<file path="config.mk">
export PLATFORM = sky130hd
export DESIGN_NAME = bcd_convert_seq
export DESIGN_NICKNAME = d
export VERILOG_FILES = /design/src/rtl/calc_pkg.sv /design/src/rtl/bcd_add3.sv /design/src/rtl/bcd_convert_seq.sv
export SDC_FILE = /design/constraint.sdc
export NUM_CORES = 1
export LEC_CHECK = 0
export BUFFER_PORTS_ARGS = -buffer_cell sky130_fd_sc_hd__buf_2
export CAP_MARGIN = 20
export CORE_ASPECT_RATIO = 0.9
export CORE_MARGIN = 2
export CORE_UTILIZATION = 63
export DETAILED_ROUTE_END_ITERATION = 6
export PLACE_DENSITY = 0.86
export REMOVE_ABC_BUFFERS = 1
export SYNTH_ARGS = -nofsm -noshare
export SYNTH_HDL_FRONTEND = slang
export SYNTH_HIERARCHICAL = 1
export SYNTH_SLANG_ARGS = --single-unit
</file>
<file path="constraint.sdc">
create_clock -name clk -period 2.6 [get_ports clk]
set_clock_uncertainty 0.2 [all_clocks]
set_input_delay 0 -clock clk [delete_from_list [all_inputs] [get_ports clk]]
set_output_delay 0 -clock clk [all_outputs]
set_load 0.1 [all_outputs]
</file>
<file path="src/rtl/calc_pkg.sv">
// Shared types and constants for the calculator display path.
package calc_pkg;

    localparam int CALC_WIDTH  = 22;
    localparam int CALC_DIGITS = 6;

    localparam logic [3:0] BCD_BLANK = 4'hF;
    localparam logic [3:0] BCD_ERR   = 4'hE;

    typedef enum logic [1:0] {
        IDLE   = 2'd0,
        SHIFT  = 2'd1,
        FINISH = 2'd2
    } conv_state_t;

    // Digit count clamped into 1..CALC_DIGITS.
    function automatic logic [2:0] sanitize_len(input logic [2:0] len);
        if (len == 3'd0)
            return 3'd1;
        else if (len > 3'(CALC_DIGITS))
            return 3'(CALC_DIGITS);
        else
            return len;
    endfunction

endpackage

</file>
<file path="src/rtl/bcd_add3.sv">
// Double-dabble digit correction: adds 3 to a BCD digit of 5 or more.
module bcd_add3 (
    input  logic [3:0] value,
    output logic [3:0] adjusted
);

    assign adjusted = (value >= 4'd5) ? value + 4'd3 : value;

endmodule

</file>
<file path="src/rtl/bcd_convert_seq.sv">
// Sequential signed binary-to-BCD converter (shift-add-3) with start/busy/done handshake.
// Optional leading-zero blanking is enabled by defining BCD_BLANK_EN.
//
//   state  | meaning
//   IDLE   | waiting for start; outputs hold last result
//   SHIFT  | one add-3/shift step per cycle, 22 cycles
//   FINISH | format digits, latch sign/ovf, pulse done
module bcd_convert_seq
    import calc_pkg::*;
(
    input  logic                         clk,
    input  logic                         rst_n,
    input  logic                         start,
    input  logic [CALC_WIDTH-1:0]        binary_num,
    input  logic [2:0]                   length,
    output logic                         busy,
    output logic                         done,
    output logic [4*CALC_DIGITS-1:0]     digits,
    output logic                         sign,
    output logic                         ovf
);

    conv_state_t             state;
    logic [4:0]              cnt;
    logic [CALC_WIDTH-1:0]   mag;
    logic [27:0]             acc;
    logic [27:0]             acc_adj;
    logic                    sign_q;
    logic [2:0]              len_q;
    logic                    ovf_next;
    logic [4*CALC_DIGITS-1:0] digits_next;

    // Seventh digit exists only to detect magnitudes above 999999.
    for (genvar g = 0; g < 7; g++) begin : g_add3
        bcd_add3 u_add3 (
            .value    (acc[4*g +: 4]),
            .adjusted (acc_adj[4*g +: 4])
        );
    end

    assign ovf_next = (acc[27:24] != 4'd0);

    always_comb begin
        digits_next = '0;
        for (int i = 0; i < CALC_DIGITS; i++) begin
            if (ovf_next) begin
                digits_next[4*i +: 4] = BCD_ERR;
            end else begin
                digits_next[4*i +: 4] = acc[4*i +: 4];
`ifdef BCD_BLANK_EN
                if (i != 0 && 3'(i) >= len_q)
                    digits_next[4*i +: 4] = BCD_BLANK;
`endif
            end
        end
    end

`ifndef BCD_BLANK_EN
    logic unused_len;
    assign unused_len = ^len_q;
`endif

    always_ff @(posedge clk or negedge rst_n) begin
        if (!rst_n) begin
            state  <= IDLE;
            cnt    <= '0;
            mag    <= '0;
            acc    <= '0;
            sign_q <= 1'b0;
            len_q  <= 3'd1;
            busy   <= 1'b0;
            done   <= 1'b0;
            digits <= '0;
            sign   <= 1'b0;
            ovf    <= 1'b0;
        end else begin
            done <= 1'b0;
            case (state)
                IDLE: begin
                    if (start) begin
                        sign_q <= binary_num[CALC_WIDTH-1];
                        // Negating -2^21 wraps to 2^21, which is the correct unsigned magnitude.
                        mag    <= binary_num[CALC_WIDTH-1] ? (~binary_num + 1'b1) : binary_num;
                        len_q  <= sanitize_len(length);
                        acc    <= '0;
                        cnt    <= 5'(CALC_WIDTH);
                        busy   <= 1'b1;
                        state  <= SHIFT;
                    end
                end
                SHIFT: begin
                    acc <= {acc_adj[26:0], mag[CALC_WIDTH-1]};
                    mag <= {mag[CALC_WIDTH-2:0], 1'b0};
                    cnt <= cnt - 5'd1;
                    if (cnt == 5'd1)
                        state <= FINISH;
                end
                FINISH: begin
                    ovf    <= ovf_next;
                    digits <= digits_next;
                    sign   <= sign_q;
                    done   <= 1'b1;
                    busy   <= 1'b0;
                    state  <= IDLE;
                end
                default: begin
                    busy  <= 1'b0;
                    state <= IDLE;
                end
            endcase
        end
    end

endmodule
</file>
==> run metrics <==
Initial Util ~65%; worst-margin pin slew ~0.56 ns; critical path's largest stage delay 0.57 ns; Core Rows 29; Net Sw Frac 44.3%; RePlAce Congestion between 0.8 and 0.9; First-pass DRT Iterations 5; Worst-path clk slew 0.09 ns; area delta synth->final 21.4%; Worst EP required 2.64 ns; total track usage 28.7%; YS warnings 6; met3 routed WL 440 µm; period utilization roughly 96%; Core ar. approximately 7000 µm²; drt wl/cell 16.2 µm; Gate Count Post-Synth 470; DR vias 3883; maximum number of pins on one net before global-route repair 51; CTS tree done; first-pass GRT wire length 18100 µm; worst rel slew slack 62.7%; Buf/Inv on CP 4; crit path cell chain dlygate4sd3_1, buf_2, inv_1, ha_1, or3b_4, nand4b_4, o21ai_1, xor2_1, dlygate4sd3_1, o21ai_0; MaxCap Viol Count 0; Clk Latency, worst-skew pair roughly 0.36 ns; Reg power frac 38.6%; Period minus WS final ~2.5 ns; fraction of layout cells with a size suffix above 1 between 10% and 20%; GRT Residual Overflow 0; number of setup violations in the final report 0; Root Buffer clkbuf_8; Remaining DRCs 0; status finished, final reports clean; n_diodes 0; Crit Path Class in -> reg; Total Power 5.96 mW; Critical Path Slowest Stage Cell dlygate4sd3_1; worst endpoint data arrival time 2.54 ns; Avg Cell Area, Syn 9.67 µm²; crit end category flop; Final #Nets 605; TritonCTS Buffers 9; Met2 Wirelength 5700 µm; P_int 3.32 mW; IO buf count 52; H-tree levels 3; boundary pin count 56; Tightest Hold Check Type in -> reg; DIE AREA between 7000 and 8000 µm²; Crit path max-delay family buffers and inverters; initial antenna violation count 0; Max FO, Critical Path 7; leakage power 2.65 nW; setup tns final 0 ns; Placed Area 4930 µm²; Detailed Route WL approximately 11000 µm; synthesized area 4540 µm²; maximum clock rate 400 MHz; highest metal layer with signal wires met4; Logic pwr share between 40% and 50%; Worst Setup Start Kind input pin; P per Cell Area approximately 1100 nW/µm²; Clock Path Buffers 2; VDD IR max 465 µV; wl on met1 4290 µm; RSZ-0062 raised after global routing no; antenna-violating nets left 0; Die Span Y 84.6 µm; CP dominant cell by count dlygate4sd3_1; Max Slew Vio Count 0; Die X approximately 94 µm; Fin. Hold Viols 0; design area approximately 5500 µm²; vias in the first global route between 3000 and 4000; clock power share 14.7%; Net Sw Power 2.64 mW; Detailed Place HPWL 6770 µm; DR iter-0 viols roughly 150; CTS Sinks 86; Avg Vias per Cell roughly 5.9
## final timing paths
| check | start | end | slack, ns | cells after the start |
|---|---|---|---|---|
| max reg2reg | state[0] | mag[11] | 0.20 | 6 |
| min | binary_num[1] | mag[19] | 0.11 | 5 |
| max in group asynchronous | rst_n | cnt[0] | 1.44 | 4 |
| min reg2reg | sign_q | sign_q | 0.28 | 2 |
| max | binary_num[0] | mag[14] | 0.1 | 10 |
| min in group asynchronous | rst_n | acc[20] | 0.51 | 4 |
## cells in the final DEF (no fill, tap or decap), types with 14 or more instances in the layout
cell	n
nand2b_1	15
o21ai_0	21
ha_1	17
nand2_1	92
nand3_1	20
buf_2	51
o22ai_1	15
nor2_1	15
a22o_1	28
dfrtp_1	86
dlygate4sd3_1	37
inv_1	19
xor2_1	15
a21oi_1	14
## repair_timing
| action | in CTS | in global routing |
|---|---|---|
| hold buffers | 38 | 0 |
| endpoints found under the hold margin | 109 | 0 |
| endpoints found under the setup margin | 0 | 4 |
| setup buffers | 0 | 1 |
| resized for setup | 0 | 3 |
## through the flow
step	instances	setup WS (ns)	hold WS [ns]	util [%]
after floorplan	447	-0.320	-0.496	-
after global placement	603	0.719	-0.218	70.4
after detailed placement	603	0.658	-0.209	70.4
after CTS	657	0.0498	0.102	78.6
after global routing	658	0.00160	0.174	78.8
final	658	0.0978	0.109	78.8
## routing by layer
metal	vias up	global-route usage, %
met2	132	51.3
met1	1893	35.5
met4	0	10.7
met3	25	3.77
met5	-	0
li1	1833	-
## power groups by stage
stage	logic (mW)	clock network [mW]	registers (mW)
2_1_floorplan	1.56	0	2.75
3_3_place_gp	2.49	0	2.28
3_5_place_dp	2.63	0	2.31
4_1_cts	2.76	0.876	2.29
5_1_grt	3.05	0.932	2.37
6_report	2.78	0.876	2.30
## flip-flops by register name (all words and copies together) (netlist names)
name,cells
acc,28
digits,24
mag,22
cnt,5
state,2
busy,1
done,1
ovf,1
sign,1
sign_q,1
## cell type report
class                           count  area, µm²
Clock buffer                       10        138
Clock inverter                      6       46.3
Fill cell                         463       1490
Inverter                           21       78.8
Multi-Input combinational cell    340       2230
Sequential cell                    86       2150
Tap cell                           93        116
Timing Repair Buffer              102        756
## worst reg2reg max path: stages (launching register included)
cell	delay [ns]
dfrtp_1	0.52
clkinv_1	0.33
nor2_2	0.29
buf_4	0.23
a221oi_1	0.09
o21ai_0	0.10
dlygate4sd3_1	0.58
No activity file was read; power rests on OpenSTA's default activity.
